<file path="config.mk">
export PLATFORM = sky130hd
export DESIGN_NAME = jtpopeye_dma
export DESIGN_NICKNAME = d
export VERILOG_FILES = /design/src/rtl/jtpopeye_dma.sv
export SDC_FILE = /design/constraint.sdc
export NUM_CORES = 1
export LEC_CHECK = 0
export ABC_AREA = 1
export ABC_CLOCK_PERIOD_IN_PS = 4190
export CORE_MARGIN = 3
export CORE_UTILIZATION = 25
export DETAILED_ROUTE_END_ITERATION = 10
export GPL_TIMING_DRIVEN = 0
export PLACE_DENSITY = 0.46
export SLEW_MARGIN = 0
export SYNTH_ARGS = -nofsm -noshare
export SYNTH_HDL_FRONTEND = slang
export SYNTH_SLANG_ARGS = --single-unit
</file>
<file path="constraint.sdc">
create_clock -name clk -period 4.19 [get_ports clk]
set_clock_uncertainty 0.15 [all_clocks]
set_input_delay 0.838 -clock clk [delete_from_list [all_inputs] [get_ports clk]]
set_output_delay 0.838 -clock clk [all_outputs]
set_load 0.1 [all_outputs]
</file>
<file path="src/rtl/jtpopeye_dma.sv">
// Bus-master DMA: on each VB rising edge, grabs the Z80 bus and copies LEN bytes of object RAM into the object buffer.
// All state advances on cen only; obj_we/done are gated with cen so they last exactly one cen.
module jtpopeye_dma #(
    parameter int         LEN     = 768,
    parameter logic [9:0] START   = 10'h000,
    parameter int         TIMEOUT = 255
) (
    input  logic       clk,
    input  logic       rst_n,
    input  logic       cen,
    input  logic       VB,
    output logic       busrq_n,
    input  logic       busak_n,
    output logic       dma_cs,
    output logic [9:0] AD_DMA,
    input  logic [7:0] DD_DMA,
    output logic       obj_we,
    output logic [9:0] obj_addr,
    output logic [7:0] obj_data,
    output logic       busy,
    output logic       done,
    output logic       err
);

    typedef enum logic [2:0] {IDLE, REQ, XFER, FLUSH, RELEASE} state_t;

    localparam logic [10:0] LAST    = 11'(LEN - 1);
    localparam logic [15:0] TO_LAST = 16'(TIMEOUT - 1);

    state_t      state_q, state_d;
    logic        vb_q;
    logic        busrq_q, busrq_d;
    logic        cs_q, cs_d;
    logic [9:0]  ad_q, ad_d;
    logic [10:0] idx_q, idx_d;
    logic [15:0] wcnt_q, wcnt_d;
    logic        we_q, we_d;
    logic [9:0]  oaddr_q, oaddr_d;
    logic [7:0]  odata_q, odata_d;
    logic        busy_q, busy_d;
    logic        done_q, done_d;
    logic        err_q, err_d;
    logic        vb_rise;

    assign vb_rise = VB & ~vb_q;

    always_comb begin
        state_d = state_q;
        busrq_d = busrq_q;
        cs_d    = cs_q;
        ad_d    = ad_q;
        idx_d   = idx_q;
        wcnt_d  = wcnt_q;
        we_d    = 1'b0;
        oaddr_d = oaddr_q;
        odata_d = odata_q;
        busy_d  = busy_q;
        done_d  = 1'b0;
        err_d   = err_q;
        case (state_q)
            IDLE: begin
                if (vb_rise) begin
                    state_d = REQ;
                    busrq_d = 1'b0;
                    busy_d  = 1'b1;
                    wcnt_d  = '0;
                end
            end
            REQ: begin
                if (!busak_n) begin
                    state_d = XFER;
                    cs_d    = 1'b1;
                    ad_d    = START;
                    idx_d   = '0;
                end else if (wcnt_q == TO_LAST) begin
                    state_d = IDLE;
                    busrq_d = 1'b1;
                    busy_d  = 1'b0;
                    err_d   = 1'b1;
                end else begin
                    wcnt_d = wcnt_q + 16'd1;
                end
            end
            XFER, FLUSH: begin
                if (busak_n) begin
                    // CPU took the bus back: drop everything, suppress this write
                    state_d = IDLE;
                    busrq_d = 1'b1;
                    cs_d    = 1'b0;
                    busy_d  = 1'b0;
                    err_d   = 1'b1;
                end else if (state_q == XFER) begin
                    // RAM data lags the address by one cen, so writes trail by one index
                    ad_d  = ad_q + 10'd1;
                    idx_d = idx_q + 11'd1;
                    if (idx_q != 11'd0) begin
                        we_d    = 1'b1;
                        oaddr_d = 10'(idx_q - 11'd1);
                        odata_d = DD_DMA;
                    end
                    if (idx_q == LAST) state_d = FLUSH;
                end else begin
                    we_d    = 1'b1;
                    oaddr_d = 10'(LAST);
                    odata_d = DD_DMA;
                    cs_d    = 1'b0;
                    state_d = RELEASE;
                end
            end
            RELEASE: begin
                state_d = IDLE;
                busrq_d = 1'b1;
                busy_d  = 1'b0;
                done_d  = 1'b1;
            end
            default: state_d = IDLE;
        endcase
    end

    always_ff @(posedge clk or negedge rst_n) begin
        if (!rst_n) begin
            state_q <= IDLE;
            vb_q    <= 1'b0;
            busrq_q <= 1'b1;
            cs_q    <= 1'b0;
            ad_q    <= '0;
            idx_q   <= '0;
            wcnt_q  <= '0;
            we_q    <= 1'b0;
            oaddr_q <= '0;
            odata_q <= '0;
            busy_q  <= 1'b0;
            done_q  <= 1'b0;
            err_q   <= 1'b0;
        end else if (cen) begin
            state_q <= state_d;
            vb_q    <= VB;
            busrq_q <= busrq_d;
            cs_q    <= cs_d;
            ad_q    <= ad_d;
            idx_q   <= idx_d;
            wcnt_q  <= wcnt_d;
            we_q    <= we_d;
            oaddr_q <= oaddr_d;
            odata_q <= odata_d;
            busy_q  <= busy_d;
            done_q  <= done_d;
            err_q   <= err_d;
        end
    end

    assign busrq_n  = busrq_q;
    assign dma_cs   = cs_q;
    assign AD_DMA   = ad_q;
    assign obj_we   = we_q & cen;
    assign obj_addr = oaddr_q;
    assign obj_data = odata_q;
    assign busy     = busy_q;
    assign done     = done_q & cen;
    assign err      = err_q;

endmodule

</file>
Word-level counts from Yosys, hierarchy flattened
Cells that the tools add are included.
{ "classes": {"add_sub_neg": 4, "eq_ne": 18, "muxes": 43, "bitwise_logic": 5, "reduce_logical": 13} }
{ "ops": {"columns": ["cell", "n"], "rows": [
  ["2-to-1 mux 10 bit", 5],
  ["2-to-1 mux 16 bit", 3],
  ["2-to-1 mux 11 bit", 3],
  ["case mux 16 bit (2 select lines)", 1],
  ["case mux 11 bit (2 select lines)", 1],
  ["case mux 10 bit (2 select lines)", 1],
  ["2-to-1 mux 3 bit", 6],
  ["adder 16 x 1 -> 16 bit, second input constant", 1],
  ["== test 16 x 8 -> 1 bit, second input constant", 1],
  ["2-to-1 mux 1 bit", 16],
  ["2-to-1 mux 8 bit", 2],
  ["!= test 2 bit, second input constant", 8],
  ["AND reduction 5 bit", 3],
  ["AND reduction 4 bit", 3],
  ["adder 11 x 1 -> 11 bit, second input constant", 1],
  ["== test 11 x 10 -> 1 bit, second input constant", 1],
  ["nonzero test 11 bit", 1],
  ["adder 10 x 1 -> 10 bit, second input constant", 1],
  ["subtractor 10 x 1 -> 10 bit, second input constant", 1],
  ["case mux 3 bit (3 select lines)", 1],
  ["case mux 1 bit (4 select lines)", 2],
  ["== test 3 x 2 -> 1 bit, second input constant", 2],
  ["!= test 3 bit, second input constant", 2],
  ["AND reduction 6 bit", 1],
  ["11 further kinds", 16]
]} }
{ "word_totals": {"ff_bits": 65} }

Longest topological paths before layout
Gate-level depths: netlist of the first run.
{ "depth": {"word_depth": 5, "depth_mapped": 11, "mapped_depth_nobuf": 10} }

Worst setup path before layout of the first run
OpenSTA, ideal clock, no wires.
{ "synth_timing": {"path_kind": "in2out", "start": "input port cen", "end": "output port done", "arrival_time_ps": 1626, "required_ps": 3202, "setup_slack_ps": 1576, "stages": 3, "path_cell_list": "buf_4 > nand2_1 > inv_1"} }
{ "synth_between": {"elab_chain_len": 1} }
{ "synth_rtl": {"columns": ["element", "line_no", "text"], "rows": [
  ["start, declared", "10", "input logic cen,"],
  ["AND 1 bit", "159", "assign done = done_q & cen;"],
  ["end, declared", "21", "output logic done,"]
]} }
No other way between the ends.

Worst setup path after layout of the first run
Ends and elaborated chain as after synthesis.

==> impl_metrics.json, run 1 <==
{
  "status": "complete, no violations",
  "die-height_um": 132,
  "crit_path_max_fanout": 10,
  "setup_violations": 0,
  "post-route-period-util_pct": 93.3,
  "worstPathRequired_ns": 3.20,
  "wl_per_cell_um": 12.8,
  "synth_edf_count": 0,
  "area_growth_pct": 27.6,
  "dp_cells": 790,
  "ys_warn_count": 0,
  "hp-class": "in -> async",
  "die_w_um": 132,
  "cts_root_buf": "clkbuf_16",
  "drv_cap": 0,
  "cts_inserted_buffers": 9,
  "timing.critical_path.arrival_ns": 2.92,
  "synth_compound_area_share_pct": 8.99,
  "regArea_um2": 1630,
  "multi_input_area_um2": 1970,
  "maxSlewViolCount": 0,
  "postCtsSetupBuffers": 0,
  "fill_cells": 1672,
  "num_antenna_cells": 0,
  "antenna_found_initial": 0,
  "power_per_cell_area_nw_per_um2": 744,
  "gp_congestion": 0.794,
  "synth_cell_type_count": 34,
  "rsz0062_at_grt": "no",
  "totalWireLength_um": 10300,
  "h-tree-depth": 3,
  "worst-setup-path-type": "in -> out",
  "synth-seq-area-share_pct": 41.3,
  "grt_usage_pct": 12.6,
  "final_cell_mix": "nand2_1, dfrtp_1, nand3_1, nor2_1, inv_1",
  "synthSimpleGateAreaFrac_pct": 36.9,
  "fmax_ghz": 0.256,
  "cts.path.max_buffers": 2,
  "r2r-end": "state_q[0]",
  "start_util_pct": 25.7,
  "leakage_nw": 2.25,
  "final_common_cell": "nand2_1",
  "syn-num-nets": 550,
  "hold_violations": 0,
  "dieArea_um2": 17300,
  "rows": 45,
  "r2r_slack_ns": 2.19,
  "end_kind": "output pin",
  "synth.avg_cell_area_um2": 7.40,
  "irDropWorstVdd_uv": 354,
  "io_buffers": 46,
  "syn_inst": 532,
  "fp.coreArea_um2": 15300,
  "grt_max_degree": 39,
  "async_flop_share_pct": 100,
  "maxSlewHeadroom_pct": 32.7,
  "drive_above_1_share_pct": 11.4,
  "fin_nets": 608,
  "grt_first_pass_wirelength_um": 17800,
  "ys.flop_type": "dfrtp_1",
  "syn-cell-area_um2": 3940,
  "dp_hpwl_um": 7570,
  "muxShareOfSynthArea_pct": 0,
  "ys_ff_latch": 65,
  "clk_latency_ns": 0.34,
  "drc": 0,
  "fin_util_pct": 32.8,
  "io_pins": 47,
  "routed_via_density": 4.49,
  "firstDrtPassIters": 4,
  "start_kind": "primary input",
  "cts_tree": "built",
  "synth_xor_area_share_pct": 2.45,
  "clk_pin_slew_ns": 0.06,
  "reg2reg_depth": 8,
  "synthAdderAreaFrac_pct": 1.59,
  "worstReg2RegStart": "idx_q[0]",
  "postRouteAntennaNets": 0,
  "ctsHoldBuffers": 0,
  "vias": 3618,
  "grt_pass1_vias": 3569,
  "grt-ovfl-total": 0,
  "drt_iter0_markers": 241,
  "stdcell_count": 806,
  "cts_resized": 0,
  "synth_top_family_by_area": "simple AND/OR/NAND/NOR gates",
  "cts_sinks": 65,
  "worst_slew_pin_slew_ns": 1.01,
  "min_period_ns": 3.91
}
## sequential cells by signal (all words and copies together), names as in the netlist
register / count
AD_DMA: 10
obj_addr: 10
state_q: 3
err: 1
done_q: 1
we_q: 1
busrq_n: 1
dma_cs: 1
wcnt_q: 16
vb_q: 1
idx_q: 11
obj_data: 8
busy: 1
## synthesized netlist by cell type (2+ instances only)
| cell type | n | area [um^2] |
|---|---|---|
| nand2_1 | 181 | 679 |
| nand2_4 | 5 | 56.3 |
| clkbuf_1 | 2 | 7.51 |
| nor2_4 | 2 | 22.5 |
| ha_1 | 5 | 62.6 |
| buf_4 | 3 | 22.5 |
| o21ai_1 | 6 | 30.0 |
| buf_12 | 2 | 40.0 |
| o21ai_2 | 15 | 131 |
| nor2_2 | 2 | 12.5 |
| buf_2 | 4 | 20.0 |
| nand4_1 | 16 | 100 |
| o21bai_1 | 5 | 37.5 |
| nand2_2 | 2 | 12.5 |
| inv_1 | 48 | 180 |
| nor3_1 | 7 | 35.0 |
| nand3_1 | 53 | 265 |
| o21ai_0 | 27 | 135 |
| xor2_1 | 10 | 87.6 |
| dfrtp_1 | 64 | 1600 |
| buf_6 | 5 | 56.3 |
| nand3_2 | 2 | 20.0 |
| inv_2 | 3 | 11.3 |
| nor2_1 | 53 | 199 |
## per-stage QoR
step                      TNS (ns)  power (W)  hold WS (ns)  instance area [um^2]  setup slack, ns
final                            0    0.00374         0.273                  5020            0.279
after detailed placement         0    0.00289         0.306                  4680            0.269
after global routing             0    0.00395         0.292                  5020            0.200
after global placement      -23.78    0.00288         0.307                  4660           -0.377
after CTS                        0    0.00379         0.279                  5020            0.266
after floorplan                  0    0.00241         0.293                  3940             1.58
## final cells by class
type	instances	area share (%)
sequential	65	32.4
tap	211	5.25
clock buffer	10	4.76
inverter	52	3.91
clock inverter	6	2.09
buffer	16	2.91
multi-input combinational	399	39.2
timing repair buffer	47	9.51
## worst max-delay path, cell delays in order
cell             delay [ns]
clkdlybuf4s50_1        0.54
buf_4                  0.23
nand2_1                0.07
inv_1                  0.10
clkdlybuf4s50_1        1.14
## logic make-up (layout without fill, tap and decap cells)
family	after synthesis	in the layout
flip-flops	65	65
buffers and inverters	68	131
adder cells (fa/ha/maj)	5	5
AO/OA/AOI/OAI	56	56
XOR/XNOR	11	11
AND/OR/NAND/NOR	327	327
## power by group
part | internal [W] | leakage [nW] | total [W] | switching [W]
clock | 0.000594 | 0.172 | 0.000886 | 0.000291
sequential | 0.000784 | 0.856 | 0.000920 | 0.000136
combinational | 0.000479 | 1.23 | 0.00193 | 0.00145
total | 0.00186 | 2.25 | 0.00374 | 0.00188
## layer usage
layer	part of all wire, %	up-vias	global-route usage (%)
met5	0	-	0
met3	4.1	10	3.48
met1	46	1708	15.7
li1	-	1835	-
met2	48	65	21.0
met4	1.3	0	4.20
## worst max-delay path by stage
stage,end,depth (start not counted),startpoint
finish,done,5,cen
global placement,idx_q[1],1,rst_n
global route,done,5,cen
floorplan,done,3,cen
CTS,done,5,cen
detailed placement,done,5,cen
(Power assumes the default switching activity.)
==> run 2, diff against run 1 <==
Settings changed: CORE_UTILIZATION 25 to 35, PLACE_DENSITY 0.46 to 0.58.
==> impl_metrics.json, run 2 (synthesis results as in run 1) <==
{
  "grt_pass1_vias": 3567,
  "crit_chain": "clkdlybuf4s50_1 > buf_4 > nand2_1 > inv_1 > clkdlybuf4s50_1",
  "maxSlewHeadroom_pct": 32.0,
  "crit_path_max_fanout": 10,
  "drive_above_1_share_pct": 11.3,
  "die_w_um": 112,
  "cts.path.max_buffers": 2,
  "power_per_cell_area_nw_per_um2": 736,
  "start_kind": "primary input",
  "largest_reg_flops": 16,
  "cts_resized": 0,
  "postRouteAntennaNets": 0,
  "grt_first_pass_wirelength_um": 16700,
  "io_buffers": 46,
  "hold_violations": 0,
  "postCtsSetupBuffers": 0,
  "status": "complete, no violations",
  "die-height_um": 112,
  "crit_family": "buffers and inverters",
  "hold_start": "busrq_n",
  "area_growth_pct": 23.8,
  "routed_via_density": 4.92,
  "clk_latency_ns": 0.33,
  "fill_cells": 1137,
  "final_common_cell": "nand2_1",
  "ctsHoldBuffers": 0,
  "drc": 0,
  "gp_congestion": 0.853,
  "maxSlewViolCount": 0,
  "num_antenna_cells": 0,
  "io_pins": 47,
  "rows": 38,
  "slowest_delay_ns": 1.12,
  "dp_hpwl_um": 6900,
  "grt_max_degree": 66,
  "setup_violations": 0,
  "min_period_ns": 3.88,
  "final_cell_mix": "nand2_1, dfrtp_1, nand3_1, nor2_1, inv_1",
  "leakage_nw": 2.21,
  "cts_sinks": 65,
  "antenna_found_initial": 0,
  "clk_pin_slew_ns": 0.06,
  "top_register": "wcnt_q",
  "wl_per_cell_um": 13.0,
  "end_kind": "output pin",
  "grt-ovfl-total": 0,
  "cts_tree": "built",
  "stdcell_count": 734,
  "dieArea_um2": 12600,
  "drv_cap": 0,
  "irDropWorstVdd_uv": 416,
  "largest_registers": "wcnt_q (16), idx_q (11)",
  "dp_cells": 718,
  "vias": 3610,
  "drt_iter0_markers": 216,
  "cts_root_buf": "clkbuf_16",
  "h-tree-depth": 3,
  "worst_slew_pin_slew_ns": 1.02,
  "fin_setup_tns_ns": 0,
  "hp-class": "reg -> reg",
  "worstReg2RegStart": "idx_q[0]",
  "start_util_pct": 36.0,
  "post-route-period-util_pct": 92.7,
  "timing.critical_path.arrival_ns": 2.90,
  "grt_usage_pct": 16.0,
  "fmax_ghz": 0.257,
  "fin_nets": 607,
  "worstPathRequired_ns": 3.20,
  "firstDrtPassIters": 4,
  "critPathMostFrequentCell": "clkdlybuf4s50_1",
  "totalWireLength_um": 9540,
  "worst-setup-path-type": "in -> out",
  "path_buf_inv": 4,
  "cts_inserted_buffers": 9,
  "rsz0062_at_grt": "no",
  "fp.coreArea_um2": 10900,
  "cp_slowest_cell": "clkdlybuf4s50_1",
  "crit_start": "cen"
}
run 2: metrics by stage:
stage	hold slack [ns]	util, %	worst slack, ns	total power (W)	cell area [um^2]
2_1_floorplan	0.293	-	1.58	0.00241	3940
3_3_place_gp	0.306	41.8	-0.282	0.00285	4570
3_5_place_dp	0.307	41.8	0.299	0.00287	4570
4_1_cts	0.316	44.6	0.300	0.00363	4870
5_1_grt	0.329	44.6	0.213	0.00380	4870
6_report	0.312	44.6	0.306	0.00359	4870
run 2: area by class of cell:
class	count	area [um^2]	area share, %
sequential	65	1630	33.4
multi-input combinational	399	1970	40.4
clock inverter	3	22.5	0.462
clock buffer	13	280	5.75
tap	140	175	3.59
inverter	52	196	4.03
timing repair buffer	46	458	9.39
buffer	16	146	3.00
run 2: per-layer routing:
layer	track usage, %	share of wire (%)
met1	20.9	46
met2	27.1	50
met3	3.67	3.5
met4	3.93	0.84
met5	0	0
run 2: final timing paths:
| check | cells after the start | endpoint | slack, ns |
|---|---|---|---|
| max | 5 | done | 0.31 |
| min | 2 | busrq_n | 0.31 |
| max reg2reg | 10 | obj_data[5] | 2.18 |
| min reg2reg | 2 | busrq_n | 0.31 |
| max in group asynchronous | 1 | idx_q[3] | 2.88 |
| min in group asynchronous | 1 | wcnt_q[12] | 0.47 |
run 2: worst register-to-register path: cells and delay by family, from the launching register on:
kind,cells,cell delay (ns)
AND/OR/NAND/NOR,6,0.74
buffers and inverters,3,0.35
adder cells (fa/ha/maj),1,0.22
flip-flops,1,0.45
run 2: power breakdown:
group          internal (W)  switching, W
Clock              0.000465      0.000279
Sequential         0.000784      0.000131
Combinational      0.000477       0.00145
Total               0.00173       0.00186
==> run 3, diff against run 2 <==
Settings changed: CORE_UTILIZATION 35 to 30, PLACE_DENSITY 0.58 to 0.52, SKIP_CTS_REPAIR_TIMING set to 1.
==> impl_metrics.json, run 3 (synthesis results as in run 1) <==
{
  "fp.coreArea_um2": 12700,
  "io_buffers": 46,
  "postRouteAntennaNets": 0,
  "fin_nets": 607,
  "hp-class": "reg -> reg",
  "end_kind": "output pin",
  "rsz0062_at_grt": "no",
  "fmax_ghz": 0.258,
  "drc": 0,
  "crit_path_max_fanout": 10,
  "drv_cap": 0,
  "drt_iter0_markers": 178,
  "maxSlewHeadroom_pct": 32.5,
  "die_w_um": 121,
  "dieArea_um2": 14500,
  "cts_tree": "built",
  "largest_registers": "wcnt_q (16), idx_q (11)",
  "leakage_nw": 2.23,
  "final_cell_area_um2": 4920,
  "worstPathRequired_ns": 3.20,
  "cts_root_buf": "clkbuf_16",
  "dp_hpwl_um": 7040,
  "total_power_w": 0.00361,
  "hold_start": "busrq_n",
  "firstDrtPassIters": 4,
  "post-route-period-util_pct": 92.5,
  "wl_per_cell_um": 12.5,
  "worstReg2RegStart": "idx_q[0]",
  "timing.critical_path.arrival_ns": 2.89,
  "drive_above_1_share_pct": 10.9,
  "maxSlewViolCount": 0,
  "clk_pin_slew_ns": 0.05,
  "min_period_ns": 3.87,
  "io_pins": 47,
  "cts_inserted_buffers": 9,
  "grt_usage_pct": 14.0,
  "r2r-end": "obj_data[7]",
  "hold_depth": 2,
  "final_common_cell": "nand2_1",
  "start_kind": "primary input",
  "worst_slew_pin_slew_ns": 1.01,
  "vias": 3617,
  "hold_violations": 0,
  "totalWireLength_um": 9610,
  "place_area_um2": 4610,
  "clk_latency_ns": 0.33,
  "reg2reg_depth": 10,
  "die-height_um": 121,
  "rows": 41,
  "top_register": "wcnt_q",
  "cts_sinks": 65,
  "grt_pass1_vias": 3471,
  "gp_congestion": 0.833,
  "worst-setup-path-type": "in -> out",
  "cts.path.max_buffers": 2,
  "routed_via_density": 4.72,
  "hold_end": "busrq_n",
  "irDropWorstVdd_uv": 336,
  "antenna_found_initial": 0,
  "area_growth_pct": 24.9,
  "grt_first_pass_wirelength_um": 16400,
  "r2r_slack_ns": 2.19,
  "h-tree-depth": 3,
  "grt-ovfl-total": 0,
  "num_antenna_cells": 0,
  "grt_max_degree": 66,
  "status": "complete, no violations",
  "start_util_pct": 31.0,
  "setup_violations": 0,
  "largest_reg_flops": 16,
  "power_per_cell_area_nw_per_um2": 734,
  "final_cell_mix": "nand2_1, dfrtp_1, nand3_1, nor2_1, inv_1",
  "fin_util_pct": 38.7
}
==> run 3: changes by cell type in the layout (fill, tap and decap cells not counted) <==
cell	previous run	this run
bufinv_16	0	1
clkinvlp_4	3	0
clkinv_2	1	2
clkbuf_8	4	3
clkbuf_1	2	4
==> run 3: routing by layer <==
| metal | GRT usage [%] | up-vias | share of wire [%] |
|---|---|---|---|
| met2 | 22.8 | 68 | 49 |
| met3 | 3.41 | 14 | 4.0 |
| li1 | - | 1831 | - |
| met5 | 0 | - | 0 |
| met4 | 5.59 | 0 | 1.7 |
| met1 | 18.0 | 1704 | 46 |
==> run 3: where the power goes <==
group,total (W),switching (W),internal [W]
Sequential,0.000916,0.000131,0.000785
Clock,0.000775,0.000267,0.000509
Combinational,0.00192,0.00144,0.000477
==> run 3: final cells by class <==
class,count,area (um^2)
Clock inverter,2,35.0
Buffer,16,146
Clock buffer,14,274
Timing Repair Buffer,46,458
Fill cell,1382,7800
Inverter,52,196
Tap cell,172,215
Multi-Input combinational cell,399,1970
Sequential cell,65,1630
==> run 3: worst max-delay path, cell delays in order <==
cell	delay [ns]
clkdlybuf4s50_1	0.54
buf_4	0.23
nand2_1	0.06
inv_1	0.05
clkdlybuf4s50_1	1.15
==> run 3: worst max path at each step <==
| stage | cells after the start | from | to |
|---|---|---|---|
| after floorplan | 3 | cen | done |
| after global placement | 1 | rst_n | obj_addr[1] |
| after detailed placement | 5 | cen | done |
| after CTS | 5 | cen | done |
| after global routing | 5 | cen | obj_we |
| final | 5 | cen | obj_we |
==> run 3: stage by stage <==
stage	setup slack (ns)	hold WS (ns)	setup TNS, ns	instances
floorplan	1.58	0.293	0	532
global placement	-0.305	0.306	-19.36	750
detailed placement	0.292	0.314	0	750
CTS	0.293	0.325	0	766
global route	0.267	0.355	0	766
finish	0.315	0.318	0	766
